===== src/rtl/chroma_pkg.sv =====
// rtl/chroma_pkg.sv - shared types and widths for the horizontal chroma upsampler
package chroma_pkg;
  localparam int CHROMA_DATA_W = 64;
  localparam int CHROMA_BYTES  = 8;

  typedef logic [7:0] sample_t;

  typedef enum logic [1:0] {
    EMPTY,
    HELD,
    OUT_LO,
    OUT_HI
  } hup_state_e;
endpackage


===== src/rtl/nasti_stream_channel.sv =====
// rtl/nasti_stream_channel.sv - 64-bit stream channel carrying eight chroma samples per beat
interface nasti_stream_channel;
  import chroma_pkg::*;

  logic [CHROMA_DATA_W-1:0]   t_data;
  logic [CHROMA_DATA_W/8-1:0] t_keep;
  logic                       t_last;
  logic                       t_valid;
  logic                       t_ready;

  modport master (output t_data, t_keep, t_last, t_valid, input t_ready);
  modport slave  (input t_data, t_keep, t_last, t_valid, output t_ready);
endinterface


===== src/rtl/chroma_h_expand.sv =====
// rtl/chroma_h_expand.sv - doubles eight samples into sixteen, inserting copies or rounded averages
module chroma_h_expand
  import chroma_pkg::*;
(
  input  logic [CHROMA_DATA_W-1:0] word,
  input  sample_t                  c8,
  input  logic                     interp,
  output logic [CHROMA_DATA_W-1:0] lo,
  output logic [CHROMA_DATA_W-1:0] hi
);
  sample_t    c [CHROMA_BYTES+1];
  logic [8:0] s [CHROMA_BYTES];
  logic [2*CHROMA_DATA_W-1:0] r;

  always_comb begin
    r = '0;
    for (int k = 0; k < CHROMA_BYTES; k++) begin
      c[k] = word[8*k +: 8];
    end
    c[CHROMA_BYTES] = c8;
    for (int k = 0; k < CHROMA_BYTES; k++) begin
      // 9-bit sum keeps the carry so 0xFF+0xFF rounds to 0xFF instead of wrapping
      s[k] = {1'b0, c[k]} + {1'b0, c[k+1]} + 9'd1;
      r[16*k +: 8]     = c[k];
      r[16*k + 8 +: 8] = interp ? s[k][8:1] : c[k];
    end
    lo = r[CHROMA_DATA_W-1:0];
    hi = r[2*CHROMA_DATA_W-1:CHROMA_DATA_W];
  end
endmodule


===== src/rtl/yuv422to444_hupsample.sv =====
// rtl/yuv422to444_hupsample.sv - 4:2:2 to 4:4:4 horizontal chroma upsampler, one src beat to two dst beats
module yuv422to444_hupsample
  import chroma_pkg::*;
#(
  parameter int LINE_WORDS = 45,
  parameter bit INTERP     = 1'b1
) (
  input  logic                 clk,
  input  logic                 rst,
  nasti_stream_channel.slave   src,
  nasti_stream_channel.master  dst,
  output logic                 err
);
  localparam int COL_W = (LINE_WORDS > 1) ? $clog2(LINE_WORDS) : 1;
  localparam logic [COL_W-1:0] LAST_COL = COL_W'(LINE_WORDS - 1);

  hup_state_e state, state_n;
  logic [CHROMA_DATA_W-1:0] h, h_n, p, p_n, lo, hi;
  logic h_end, h_end_n, h_last, h_last_n;
  logic p_end, p_end_n, p_last, p_last_n, pv, pv_n;
  logic err_n, ready_q, ready_n;
  sample_t c8, c8_n;
  logic [COL_W-1:0] col, col_n;
  logic take, full, beat_end;

  always_ff @(posedge clk or posedge rst) begin
    if (rst) begin
      state   <= EMPTY;
      h       <= '0;
      p       <= '0;
      h_end   <= 1'b0;
      h_last  <= 1'b0;
      p_end   <= 1'b0;
      p_last  <= 1'b0;
      pv      <= 1'b0;
      c8      <= '0;
      col     <= '0;
      err     <= 1'b0;
      ready_q <= 1'b0;
    end else begin
      state   <= state_n;
      h       <= h_n;
      p       <= p_n;
      h_end   <= h_end_n;
      h_last  <= h_last_n;
      p_end   <= p_end_n;
      p_last  <= p_last_n;
      pv      <= pv_n;
      c8      <= c8_n;
      col     <= col_n;
      err     <= err_n;
      ready_q <= ready_n;
    end
  end

  always_comb begin
    state_n  = state;
    h_n      = h;
    p_n      = p;
    h_end_n  = h_end;
    h_last_n = h_last;
    p_end_n  = p_end;
    p_last_n = p_last;
    pv_n     = pv;
    c8_n     = c8;
    col_n    = col;
    err_n    = err;
    take     = src.t_valid && ready_q;
    full     = (src.t_keep == 8'hff);
    beat_end = full && ((col == LAST_COL) || src.t_last);

    if (take) begin
      if (!full) begin
        err_n = 1'b1;
        if (src.t_last) col_n = '0;
      end else begin
        col_n = beat_end ? '0 : col + 1'b1;
      end
    end

    case (state)
      EMPTY: begin
        if (take && full) begin
          h_n      = src.t_data;
          h_end_n  = beat_end;
          h_last_n = src.t_last;
          state_n  = (INTERP && !beat_end) ? HELD : OUT_LO;
        end
      end
      HELD: begin
        if (take && full) begin
          p_n      = src.t_data;
          p_end_n  = beat_end;
          p_last_n = src.t_last;
          pv_n     = 1'b1;
          c8_n     = src.t_data[7:0];
          state_n  = OUT_LO;
        end else if (take && src.t_last) begin
          // a discarded closing beat still ends the frame: flush H with edge replicate
          h_end_n  = 1'b1;
          h_last_n = 1'b1;
          state_n  = OUT_LO;
        end
      end
      OUT_LO: begin
        if (dst.t_ready) state_n = OUT_HI;
      end
      OUT_HI: begin
        if (dst.t_ready) begin
          if (pv) begin
            h_n      = p;
            h_end_n  = p_end;
            h_last_n = p_last;
            pv_n     = 1'b0;
            state_n  = (p_end || !INTERP) ? OUT_LO : HELD;
          end else begin
            state_n  = EMPTY;
          end
        end
      end
      default: state_n = EMPTY;
    endcase

    ready_n = (state_n == EMPTY) || (state_n == HELD);
  end

  chroma_h_expand u_expand (
    .word   (h),
    .c8     (h_end ? h[63:56] : c8),
    .interp (INTERP),
    .lo     (lo),
    .hi     (hi)
  );

  assign src.t_ready = ready_q;
  assign dst.t_valid = (state == OUT_LO) || (state == OUT_HI);
  assign dst.t_keep  = dst.t_valid ? 8'hff : 8'h00;
  assign dst.t_last  = (state == OUT_HI) && h_last;
  assign dst.t_data  = (state == OUT_LO) ? lo : ((state == OUT_HI) ? hi : '0);
endmodule


===== src/flat_wrapper.sv =====
// flat-port wrapper written by rule: the top's interface ports become plain ports
module yuv422to444_hupsample_flat import chroma_pkg::*;
#(
  parameter int LINE_WORDS = 45,
  parameter bit INTERP     = 1'b1
)
  (clk, rst, err, src_t_data, src_t_keep, src_t_last, src_t_valid, src_t_ready, dst_t_data, dst_t_keep, dst_t_last, dst_t_valid, dst_t_ready);
  nasti_stream_channel src_i ();
  nasti_stream_channel dst_i ();
  input  logic clk;
  input  logic rst;
  output logic err;
  input wire logic [$bits(src_i.t_data)-1:0] src_t_data;
  input wire logic [$bits(src_i.t_keep)-1:0] src_t_keep;
  input wire logic [$bits(src_i.t_last)-1:0] src_t_last;
  input wire logic [$bits(src_i.t_valid)-1:0] src_t_valid;
  output wire logic [$bits(src_i.t_ready)-1:0] src_t_ready;
  output wire logic [$bits(dst_i.t_data)-1:0] dst_t_data;
  output wire logic [$bits(dst_i.t_keep)-1:0] dst_t_keep;
  output wire logic [$bits(dst_i.t_last)-1:0] dst_t_last;
  output wire logic [$bits(dst_i.t_valid)-1:0] dst_t_valid;
  input wire logic [$bits(dst_i.t_ready)-1:0] dst_t_ready;
  assign src_i.t_data = src_t_data;
  assign src_i.t_keep = src_t_keep;
  assign src_i.t_last = src_t_last;
  assign src_i.t_valid = src_t_valid;
  assign src_t_ready = src_i.t_ready;
  assign dst_t_data = dst_i.t_data;
  assign dst_t_keep = dst_i.t_keep;
  assign dst_t_last = dst_i.t_last;
  assign dst_t_valid = dst_i.t_valid;
  assign dst_i.t_ready = dst_t_ready;
  yuv422to444_hupsample #(.LINE_WORDS(LINE_WORDS), .INTERP(INTERP)) u_core (.clk(clk), .rst(rst), .src(src_i), .dst(dst_i), .err(err));
endmodule

===== config.mk =====
export PLATFORM = sky130hd
export DESIGN_NAME = yuv422to444_hupsample_flat
export DESIGN_NICKNAME = d
export VERILOG_FILES = /design/src/rtl/chroma_pkg.sv /design/src/rtl/nasti_stream_channel.sv /design/src/rtl/chroma_h_expand.sv /design/src/rtl/yuv422to444_hupsample.sv /design/src/flat_wrapper.sv
export SDC_FILE = /design/constraint.sdc
export NUM_CORES = 1
export LEC_CHECK = 0
export CORE_MARGIN = 1.5
export CORE_UTILIZATION = 40
export DETAILED_ROUTE_END_ITERATION = 7
export SYNTH_ARGS = -nofsm -noshare
export SYNTH_HDL_FRONTEND = slang
export SYNTH_SLANG_ARGS = --single-unit
export TNS_END_PERCENT = 100

===== constraint.sdc =====
create_clock -name clk -period 11 [get_ports clk]
set_input_delay 2.2 -clock clk [delete_from_list [all_inputs] [get_ports clk]]
set_output_delay 2.2 -clock clk [all_outputs]
set_load 0.01 [all_outputs]

Word level (Yosys, flattened, before mapping)

Cells that the tools add are included.

Flip-flop bits (word level): 151
Bits of input ports: 77

Add/sub/neg operators: 17
Equality and inequality tests: 12
Mux-type cells: 33
Bitwise operators: 1
Reduce and logical (&&, ||, !) cells: 20

Operator list:

| kind                                                             | count |
|---|---|
| 64-bit two-way mux                                               | 5 |
| 64-bit case mux with 2 select lines                              | 1 |
| 8-bit by 8-bit adder with 9-bit output                           | 8 |
| 9-bit by 1-bit adder with 9-bit output (second input constant)   | 8 |
| 6-bit two-way mux                                                | 3 |
| 2-bit two-way mux                                                | 8 |
| 8-bit two-way mux                                                | 2 |
| 1-bit two-way mux                                                | 10 |
| 8-bit == test (second input constant)                            | 1 |
| 2-bit by 1-bit != test with 1-bit output (second input constant) | 4 |
| 2-bit case mux with 4 select lines                               | 1 |
| 6-bit by 1-bit adder with 6-bit output (second input constant)   | 1 |
| 6-bit == test (second input constant)                            | 1 |
| 1-bit case mux with 3 select lines                               | 2 |
| 2-bit AND reduction                                              | 3 |
| 6-bit AND reduction                                              | 1 |
| 2-bit nonzero test                                               | 3 |
| 1-bit logical AND                                                | 5 |
| 2-bit by 1-bit == test with 1-bit output (second input constant) | 2 |
| 2-bit == test (second input constant)                            | 2 |
| 2-bit logical NOT                                                | 2 |
| 2-bit != test (second input constant)                            | 2 |
| 4-bit AND reduction                                              | 1 |
| 1-bit logical OR                                                 | 3 |
| other kinds (4)                                                  | 4 |

Longest topological paths before layout

Gate-level depths: netlist (run 1).

Depth in word-level cells: 8
Depth in mapped cells: 9
Mapped depth without buffers: 8

Modules after synthesis

A second synthesis (run 1) with hierarchy kept.

Cell total of the unflattened synthesis: 1273
Area, all modules: 11424.7 um2

Modules (own cells, without submodules):

| module                | times used | cells each | area each (um2) | seq. area each (um2) |
|---|---|---|---|---|
| yuv422to444_hupsample | 1          | 660        | 7262.0          | 3578.4 |
| chroma_h_expand       | 1          | 613        | 4162.7          | 0.0 |

Least setup slack after synthesis (run 1)

No wires, ideal clock.

Path kind: reg-to-output
Start: register u_core.h_end
End: output dst_t_data[63]
Data arrival time: 2.288 ns
Path slack: 6.512 ns
Cell stages (with the launch flop): 9
Cells stage by stage: dfrtp_1 -> clkbuf_1 -> mux2_2 -> ha_1 -> nor2b_1 -> o31a_1 -> o21ai_0 -> a21oi_1 -> a211o_1

Longest elaborated chain between the ends: 5

RTL lines:

| element                                | line                         | source |
|---|---|---|
| start: declaration                     | yuv422to444_hupsample.sv:19  | `logic h_end, h_end_n, h_last, h_last_n;` |
| start signal: assignment               | yuv422to444_hupsample.sv:44  | `h_end <= h_end_n;` |
| 8-bit two-way mux                      | yuv422to444_hupsample.sv:129 | `.c8 (h_end ? h[63:56] : c8),` |
| 8-bit by 8-bit adder with 9-bit output | chroma_h_expand.sv:23        | `s[k] = {1'b0, c[k]} + {1'b0, c[k+1]} + 9'd1;` |
| 9-bit by 1-bit adder with 9-bit output | chroma_h_expand.sv:23        |  |
| 64-bit two-way mux (2 in a row)        | yuv422to444_hupsample.sv:139 | `assign dst.t_data = (state == OUT_LO) ? lo : ((state == OUT_HI) ? hi : '0);` |
| end: declaration                       | flat_wrapper.sv:18           | `output wire logic [$bits(dst_i.t_data)-1:0] dst_t_data;` |

Every way passes these cells.

Worst setup path in the final report (run 1)

Start: register u_core.state[0]
End: output dst_t_data[62]

Longest elaborated chain between the ends: 3
Elaborated cells on any way between the ends: 4
Classes of those cells: 2 x eq/ne; 2 x mux

RTL lines:

| element                  | line                         | source |
|---|---|---|
| start: declaration       | yuv422to444_hupsample.sv:17  | `hup_state_e state, state_n;` |
| start signal: assignment | yuv422to444_hupsample.sv:41  | `state <= state_n;` |
| 2-bit == test            | yuv422to444_hupsample.sv:139 |  |
| 64-bit two-way mux       | yuv422to444_hupsample.sv:139 |  |
| 64-bit two-way mux *     | yuv422to444_hupsample.sv:139 |  |

Every way passes the cells marked *; elsewhere a longest branch is shown, timed or not.

==> results of run 1 <==
[how the worst max path moves through the flow]
stage / startpoint / end / slack [ps] / cells past startpoint
after floorplan: rst / u_core.col[0] / 4960 / 1
after global placement: u_core.state[0] / dst_t_data[62] / 5310 / 6
after detailed placement: u_core.state[0] / dst_t_data[62] / 5310 / 6
after CTS: u_core.state[0] / dst_t_data[62] / 4830 / 6
after global routing: u_core.state[0] / dst_t_data[62] / 4620 / 6
final: u_core.state[0] / dst_t_data[62] / 4760 / 6
[Yosys cell counts (10+ instances only)]
cell / n
a211oi_1: 25
a21o_1: 20
a21oi_1: 45
a31oi_1: 70
and3_1: 13
buf_2: 26
buf_4: 13
clkbuf_1: 21
dfrtp_1: 143
ha_1: 58
mux2_2: 54
mux2_4: 11
mux2i_1: 47
nand2_1: 154
nor2_1: 137
o211ai_1: 15
o21ai_0: 22
o21bai_1: 10
xor2_1: 20
[power groups by stage]
stage | Combinational (uW) | Clock, uW | Sequential [uW]
after floorplan | 506 | 0 | 629
after CTS | 704 | 625 | 699
after global routing | 776 | 645 | 708
final | 703 | 616 | 701
after detailed placement | 700 | 0 | 708
after global placement | 695 | 0 | 708
[layout make-up]
type	instances	area, sq um
fill	2215	11700
inverter	9	38.8
sequential	143	3580
clock buffer	18	429
clock inverter	14	184
timing repair buffer	160	1580
multi-input combinational	807	5580
tap	319	399
[logic make-up after synthesis]
| kind of cell | count (synthesis) | synth area share |
|---|---|---|
| buf+inv | 77 | 0.0434 |
| mux | 119 | 0.139 |
| flops | 143 | 0.375 |
| simple gates | 363 | 0.166 |
| compound gates | 235 | 0.163 |
| xor+xnor | 24 | 0.0220 |
| fa+ha+maj | 66 | 0.0928 |
[flip-flops by register name (all words and copies together) (netlist names)]
name                cells
u_core.p_last           1
u_core.p               64
u_core.p_end            1
u_core.h_last           1
u_core.err              1
u_core.h_end            1
u_core.src.t_ready      1
u_core.state            2
u_core.pv               1
u_core.col              6
u_core.h               64
[per-layer routing]
metal	share of wire	wire length (um)	track usage	vias to the layer above
met4	0.020	558	0.0701	0
met2	0.46	13200	0.383	209
met1	0.47	13300	0.322	3994
li1	-	-	-	3925
met5	0	0	0	-
met3	0.049	1390	0.0435	34
[through the flow]
step           std cells  hold slack (ps)  total power (uW)
2_1_floorplan       1027              458              1140
3_3_place_gp        1438              463              1400
3_5_place_dp        1438              471              1410
4_1_cts             1470              485              2030
5_1_grt             1470              516              2130
6_report            1470              477              2020
[worst max-delay path, stage by stage, from the launching register on]
cell,delay (ps)
dfrtp_4,780
clkinv_1,760
nor2_4,260
buf_4,650
o2111ai_1,230
o311ai_0,180
clkdlybuf4s50_1,620
==> impl_results.md, run 1 <==
* DRC at 0
* Pre-CTS setup slack at around 5300 ps
* Clock insertion delay at the later pin of the skew report at about 440 ps
* Pins Over Slew Limit at 0
* Initial Util at 0.407
* Antenna violations before repair at 0
* Setup_tns at 0 ps
* Die boundary height at approximately 160 um
* Period utilization at 0.568
* Commonest non-fill, non-tap cells in the layout: nand2_1 (153), clkdlybuf4s50_1 (152), dfrtp_1 (142)
* Die X at 158 um
* Most common cell after layout, fill and taps aside: nand2_1
* Final wirelength at 28500 um
* CTS sink count at ~140
* Syn Nets at ~1200
* Avg Cell Area, Syn at ~9.3 sq um
* Crit path DAT at about 4000 ps
* Max IR drop VDD at approximately 0.083 mV
* H-tree levels at 4
* Clock power frac at 0.305
* Synthesis Warnings at 0
* Flop pwr share at 0.347
* Leakage Power at 0.00564 uW
* Library cells used by synthesis at 57
* Sequential-to-total area share from yosys stat at 0.375
* # hold bufs at CTS at 0
* Switching Share at 0.382
* Crit path time final at 6240 ps
* Final count of negative-setup-slack endpoints at 0
* Status: finished clean
* Cell count after synthesis at between 1000 and 1500
* Psw at approximately 770 uW
* Total grt overflow at 0
* Reg-to-reg startpoint: u_core.state[0]
* Main synth FF type: dfrtp_1
* Max transition margin at 0.409
* ANT cells at 0
* Post-DR wirelength/cell at just under 20 um
* Max Clk Rate at about 0.16 GHz
* GRT Total Usage at 0.237
* Post-CTS Setup Inserts at 0
* Vias in the first global route at around 7800
* Startpoint types: flip-flop
* Initial drt markers at roughly 590
* Post-DRT Antenna Nets at 0
* Post-Syn Area at between 9000 and 10000 sq um
* Root buffer cell: clkbuf_16
* Post-route cell area at 11800 sq um
* PD cells at ~170 nW/um^2
* Gpl congestion at roughly 0.90
* Ratio of cells with drive above 1 in the final layout at 0.110
* Min-delay src: u_core.err
* Worst setup slack after layout at 4760 ps
* WP data required at around 8800 ps
* Critical path class: flip-flop to output port
* Yosys reg bits at between 100 and 150
* Final Core Density at 0.502
* Slew @ Worst Pin at about 890 ps
* Nets at between 1000 and 1500
* Post-cts resize count at 0
* Num CTS Buffers at 17
* Worst hold path stage count at 1
* Number of port buffers at 152
* Largest net degree at the start of global routing at around 90
* Via Count at 8162
* Max FO, Critical Path at 75
* Yosys top cell by area: dfrtp_1
* Final Skew at ~15 ps
* Hold crit path type: flip-flop to flip-flop
* CTS clk-pin slew, worst paths at roughly 60 ps
* Nature of the critical path endpoint: output port
* Internal at approximately 1200 uW
* Gate power share at 0.348
* First-pass GRT wire length at ~44000 um
* Area share of the largest cell type after synthesis at 0.375
* Number of synthesized flops with an enable pin at 0
* Clock Path Buffers at 2
* Area contributors post-synth: dfrtp_1 (37%), ha_1 (7.6%), mux2_2 (6.4%), nand2_1 (6.1%), nor2_1 (5.4%)
* Core Area at 23500 sq um
* R2R Path End: u_core.h[14]
* Share of async-settable or async-resettable flops after synthesis at 1.00
* First drt pass iteration count at 5
* Vias/cell at approximately 5.6
* Max Cap Viol at 0
* DP HPWL at between 20000 and 25000 um
* Reg2Reg Setup Slack at approximately 6800 ps
* Full die area at 24800 sq um
* Rows at 56
* RSZ-0062 raised after global routing: false
* CTS tree: yes
* # IOs at about 150
* Hold Vio Cnt, Final at 0
* Hold EP: u_core.err
* Syn-to-layout area delta at 23.5%
* Dpl cell area at between 10000 and 15000 sq um
* Reg2Reg Depth at 7
Power figures use the tool's default switching activity.
==> run 2: changes to the inputs <==
==> constraint.sdc (replaced) <==
create_clock -name clk -period 5.6 [get_ports clk]
set_input_delay 1.12 -clock clk [delete_from_list [all_inputs] [get_ports clk]]
set_output_delay 1.12 -clock clk [all_outputs]
set_load 0.01 [all_outputs]
==> run 2 against run 1 <==
Net effect: routed wire length rose by 2.8%; register-to-register slack lost 4500 ps; cell count grew 0.41%; clock-buffer cell count up 3; clock power increased by 82%; core utilization is essentially flat; critical path depth is 2 higher; die area unchanged; power rose by 93%; sequential cell count unchanged; first-iteration DRC count fell by 6.4%; sequential power grew 95%; largest power group unchanged.
==> impl_results.md, run 2 (synthesis gave the netlist of run 1 again) <==
* Post-route cell area at 11800 sq um (about the same)
* Max Cap Viol at 0 (unchanged)
* Crit path max-delay family: compound AO/OA/AOI/OAI gates
* Period utilization at 0.815
* Largest net degree at the start of global routing at 89 (unchanged)
* First-pass GRT wire length at 44900 um (+1.1%)
* Max Clk Rate at approximately 0.22 GHz
* DRC at 0 (unchanged)
* Dpl cell area at 11200 sq um (+0.40%)
* Via Count at 8322 (+2.0%)
* GRT Total Usage at 0.242 (+0.00479)
* Slew @ Worst Pin at 916 ps (+28.9 ps)
* Commonest non-fill, non-tap cells in the layout: nand2_1 (153), clkdlybuf4s50_1 (152), dfrtp_1 (142)
* Total grt overflow at 0 (unchanged)
* Max FO, Critical Path at 6 (-92%)
* Status: finished clean
* DP HPWL at 21300 um (+5.1%)
* Clock Path Buffers at 2 (unchanged)
* Post-DRT Antenna Nets at 0 (unchanged)
* Core Area at 23500 sq um (unchanged)
* RSZ-0062 raised after global routing: false
* Crit path DAT at 3450 ps (-590 ps)
* Die boundary height at 158 um (unchanged)
* Hold crit path type: flip-flop to flip-flop
* Nets at 1287 (+0.47%)
* Vias in the first global route at 7792 (-0.13%)
* Syn-to-layout area delta at 23.5% (about the same)
* Num CTS Buffers at 17 (unchanged)
* Startpoint types: flip-flop
* Reg2Reg Depth at 6 (-1)
* CTS tree: yes
* Ratio of cells with drive above 1 in the final layout at 0.114 (+0.00375)
* Pins Over Slew Limit at 0 (unchanged)
* Final count of negative-setup-slack endpoints at 0 (unchanged)
* Vias/cell at 5.64 (+1.5%)
* Hold EP: u_core.err
* Bufs and invs on worst path at 1 (-2)
* PD cells at 331 nW/um^2 (+93%)
* Final Skew at 12.0 ps (-2.84 ps)
* Crit path time final at ~4600 ps
* Nature of the critical path endpoint: output port
* Setup_tns at 0 ps (unchanged)
* Critical path class: flip-flop to output port
* # IOs at 153 (unchanged)
* Leakage Power at 0.00564 uW (about the same)
* WP data required at 4480 ps (-4320 ps)
* Antenna violations before repair at 0 (unchanged)
* Final wirelength at 29300 um (+2.8%)
* Min-delay src: u_core.err
* Max IR drop VDD at 0.213 mV (+160%)
* Gpl congestion at 0.914 (+1.8%)
* # hold bufs at CTS at 0 (unchanged)
* Number of port buffers at 152 (unchanged)
* Hold Vio Cnt, Final at 0 (unchanged)
* Top flop regs: u_core.h: 64 flops, u_core.p: 64 flops, u_core.col: 6 flops
* H-tree levels at 4 (unchanged)
* Max transition margin at 0.389 (-0.0193)
* ANT cells at 0 (unchanged)
* R2R Path End: u_core.h[12]
* Reg2Reg Setup Slack at 2260 ps (-4530 ps)
* First drt pass iteration count at 7 (+2)
* Most common cell after layout, fill and taps aside: nand2_1
* Clock insertion delay at the later pin of the skew report at 430 ps (about the same)
* Die X at 158 um (unchanged)
* Critical-path top delay cell: clkdlybuf4s50_1
* Initial Util at 0.407 (unchanged)
* Root buffer cell: clkbuf_16
* Post-CTS Setup Inserts at 0 (unchanged)
* Initial drt markers at 555 (-6.4%)
* Critical path's largest stage delay at 500 ps (-280 ps)
* Rows at 56 (unchanged)
* Post-DR wirelength/cell at 19.8 um (+2.4%)
* Reg-to-reg startpoint: u_core.state[0]
* Worst hold path stage count at 1 (unchanged)
* Full die area at 24800 sq um (unchanged)
* Cell Chain, Critical Path: or2_2, fa_1, a211oi_1, o21bai_1, a21oi_1, nor3_1, a2111o_1, clkdlybuf4s50_1
* Post-cts resize count at 0 (unchanged)
* CTS sink count at 143 (unchanged)
* CTS clk-pin slew, worst paths at 60 ps (about the same)
[run 2: cell count changes in the layout (fill, tap and decap cells not counted)]
cell and change:
buf_4 +6, bufinv_16 -2, clkbuf_8 +2, inv_8 -2, clkbuf_1 +1, clkinvlp_4 +1
[run 2: stage by stage]
stage          hold slack (ps)  cells  worst slack, ps  utilization  power (uW)
2_1_floorplan              458   1027              642            -        2230
3_3_place_gp               467   1444             1590        0.478        2790
3_5_place_dp               461   1444             1540        0.478        2800
4_1_cts                    479   1476             1080        0.502        3920
5_1_grt                    495   1476              934        0.502        4120
6_report                   472   1476             1030        0.502        3910
[run 2: report_power, final]
part	leakage, uW	internal, uW	switching, uW
combinational	0.00340	615	805
clock	0.000278	640	477
sequential	0.00197	1140	233
total	0.00564	2390	1510
[run 2: layout make-up]
class                      count  area, sq um
fill                        2217        11700
multi-input combinational    807         5580
sequential                   143         3580
timing repair buffer         166         1630
clock buffer                  21          460
tap                          319          399
clock inverter                11          109
inverter                       9         38.8
[run 2: worst max path at each step]
stage	from	end	slack (ps)	cells past startpoint
finish	u_core.h[8]	dst_t_data[29]	1030	8
global route	u_core.h[48]	dst_t_data[45]	930	8
CTS	u_core.h[8]	dst_t_data[29]	1080	8
detailed placement	u_core.h[8]	dst_t_data[29]	1540	8
global placement	u_core.h[48]	dst_t_data[45]	1590	8
floorplan	rst	u_core.col[0]	640	1
[run 2: layer usage]
| layer | vias up | routed length, um | global-route usage |
|---|---|---|---|
| li1 | 3935 | - | - |
| met1 | 4088 | 13300 | 0.330 |
| met2 | 265 | 13700 | 0.389 |
| met3 | 34 | 1560 | 0.0394 |
| met4 | 0 | 650 | 0.0786 |
| met5 | - | 0 | 0 |
[run 2: worst register-to-register path, stage by stage (launching register included)]
cell and delay [ps]:
dfrtp_4 750, clkinv_1 260, nor2_4 670, a32o_4 930, buf_4 420, nor2_1 60, a31oi_1 170
==> run 3: changes to the inputs <==
==> constraint.sdc (replaced) <==
create_clock -name clk -period 4.6 [get_ports clk]
set_input_delay 0.92 -clock clk [delete_from_list [all_inputs] [get_ports clk]]
set_output_delay 0.92 -clock clk [all_outputs]
set_load 0.01 [all_outputs]
==> run 3 against run 2 <==
Net effect: global-route usage is 0.64 points higher; core utilization is 0.54 points higher; largest power group unchanged; power is 26% higher; first-iteration DRC count is 12% higher; sequential power is 20% higher.
==> impl_results.md, run 3 (synthesis gave the netlist of run 1 again) <==
* Layer with the highest usage: met2
* Critical path class: flip-flop to output port
* Largest net degree at the start of global routing at 105 (+18%)
* Top flop regs: u_core.h: 64 flops, u_core.p: 64 flops, u_core.col: 6 flops
* RSZ-0062 raised after global routing: false
* Antenna violations before repair at 0 (unchanged)
* Pins Over Slew Limit at 0 (unchanged)
* Critical-path top delay cell: clkdlybuf4s50_1
* Number of port buffers at 152 (unchanged)
* Initial Util at 0.407 (unchanged)
* Core Area at 23500 sq um (unchanged)
* Reg2Reg Setup Slack at 1590 ps (-670 ps)
* Syn-to-layout area delta at 24.9%
* DRC at 0 (unchanged)
* Min-delay src: u_core.err
* Ratio of cells with drive above 1 in the final layout at 0.117 (+0.00315)
* Most common cell after layout, fill and taps aside: nand2_1
* Rows at 56 (unchanged)
* Slew @ Worst Pin at 1010 ps (+95.8 ps)
* Setup_tns at 0 ps (unchanged)
* Status: finished clean
* Vias in the first global route at 7942 (+1.9%)
* Internal at 3020 uW (+26%)
* PD cells at 412 nW/um^2 (+24%)
* Hold EP: u_core.err
* Crit path DAT at 3400 ps (-50 ps)
* Reg2Reg Depth at 7 (+1)
* Post-DRT Antenna Nets at 0 (unchanged)
* Nature of the critical path endpoint: output port
* R2R Path End: u_core.h[8]
* Max IR drop VDD at 0.217 mV (+1.7%)
* Crit path time final at between 4000 and 5000 ps
* Crit path max-delay family: compound AO/OA/AOI/OAI gates
* Root buffer cell: clkbuf_16
* GRT Total Usage at 0.248 (+0.00639)
* Met3 usage at 0.0399 (+0.000551)
* Total grt overflow at 0 (unchanged)
* Post-cts resize count at 0 (unchanged)
* Leakage Power at 0.00569 uW (+0.85%)
* Flop pwr share at 0.336 (-0.014)
* Max Clk Rate at about 0.23 GHz
* Worst hold path stage count at 1 (unchanged)
* First-pass GRT wire length at 46100 um (+2.8%)
* Final Skew at 10.0 ps (-2.00 ps)
* DP HPWL at 21800 um (+2.2%)
* Via Count at 8259 (-0.76%)
* Clock Path Buffers at 2 (unchanged)
* Die boundary height at 158 um (unchanged)
* Switching Share at 0.386 (-0.00208)
* Gate power share at 0.364 (about the same)
* Clock insertion delay at the later pin of the skew report at 430 ps (about the same)
* Num CTS Buffers at 17 (unchanged)
* Final count of negative-setup-slack endpoints at 0 (unchanged)
* Clock power frac at 0.300 (+0.014)
* Period utilization at 0.940
* Levels on crit path at 8 (unchanged)
* Max Cap Viol at 0 (unchanged)
* Vias/cell at 5.58 (-0.96%)
* Gpl congestion at 0.900 (-1.5%)
* H-tree levels at 4 (unchanged)
* CTS sink count at 143 (unchanged)
* Hold crit path type: flip-flop to flip-flop
* Psw at 1900 uW (+25%)
* Bufs and invs on worst path at 1 (unchanged)
* CTS tree: yes
* # hold bufs at CTS at 0 (unchanged)
* Startpoint types: flip-flop
* Initial drt markers at 621 (+12%)
* First drt pass iteration count at 5 (-2)
* Nets at 1290 (+0.23%)
* Final wirelength at 29500 um (+0.99%)
* Post-DR wirelength/cell at 20.0 um (+0.79%)
* Finished Layout Cells at 1479 (+0.20%)
* Max FO, Critical Path at 6 (unchanged)
* Grt met1 use at 0.347 (+0.0162)
* Commonest non-fill, non-tap cells in the layout: nand2_1 (153), clkdlybuf4s50_1 (152), dfrtp_1 (142)
* Die X at 158 um (unchanged)
* Post-CTS Setup Inserts at 0 (unchanged)
* Hold Vio Cnt, Final at 0 (unchanged)
* Full die area at 24800 sq um (unchanged)
* Reg-to-reg startpoint: u_core.state[0]
* Placed insts at 1447 (+0.21%)
* Cell Chain, Critical Path: or2_2, fa_1, a211oi_1, o21bai_1, a21oi_1, nor3_1, a2111o_1, clkdlybuf4s50_1
* Critical path's largest stage delay at 500 ps (about the same)
* # IOs at 153 (unchanged)
* WP data required at 3680 ps (-800 ps)
* ANT cells at 0 (unchanged)
* Met2 Resource Use GR at 0.390 (+0.000629)
* Max transition margin at 0.324 (-0.0653)
* CTS clk-pin slew, worst paths at 70 ps (about the same)
-- run 3: cell count changes in the layout (fill, tap and decap cells not counted) --
cell        change
buf_4           -2
inv_8           +1
clkbuf_1        -1
clkinv_4        +1
bufinv_16       +2
buf_12          +5
clkbuf_8        -2
clkinvlp_4      +1
clkinv_2        -1
inv_6           -1
-- run 3: power by group through the flow --
stage               logic (uW)  clock network (uW)  registers, uW
CTS                       1790                1500           1650
global placement          1780                   0           1670
global route              1960                1560           1670
floorplan                 1210                   0           1500
detailed placement        1780                   0           1670
finish                    1790                1470           1650
-- run 3: worst max path at each step --
stage | slack, ps | to | startpoint
2_1_floorplan | 1390 | dst_t_data[63] | u_core.h_end
3_5_place_dp | 780 | dst_t_data[29] | u_core.h[40]
6_report | 280 | dst_t_data[29] | u_core.h[40]
4_1_cts | 300 | dst_t_data[29] | u_core.h[40]
3_3_place_gp | 790 | dst_t_data[29] | u_core.h[40]
5_1_grt | 140 | dst_t_data[45] | u_core.h[48]
-- run 3: stage by stage --
step | instance area, sq um | hold slack [ps] | worst slack [ps] | util | total power, uW
5_1_grt | 11900 | 494 | 136 | 0.508 | 5190
3_3_place_gp | 11300 | 466 | 790 | 0.482 | 3450
2_1_floorplan | 9550 | 458 | 1390 | - | 2720
4_1_cts | 11900 | 478 | 304 | 0.508 | 4940
3_5_place_dp | 11300 | 466 | 781 | 0.482 | 3450
6_report | 11900 | 471 | 277 | 0.508 | 4910
-- run 3: layout make-up --
class,count,area [sq um]
clock buffer,18,429
timing repair buffer,169,1710
tap,319,399
fill,2181,11600
clock inverter,14,184
inverter,9,37.5
multi-input combinational,807,5580
sequential,143,3580
-- run 3: metal layers --
metal / up-vias / routed length [um]
li1: 3943 / -
met2: 225 / 13500
met1: 4056 / 14000
met5: - / 0
met4: 0 / 737
met3: 35 / 1360
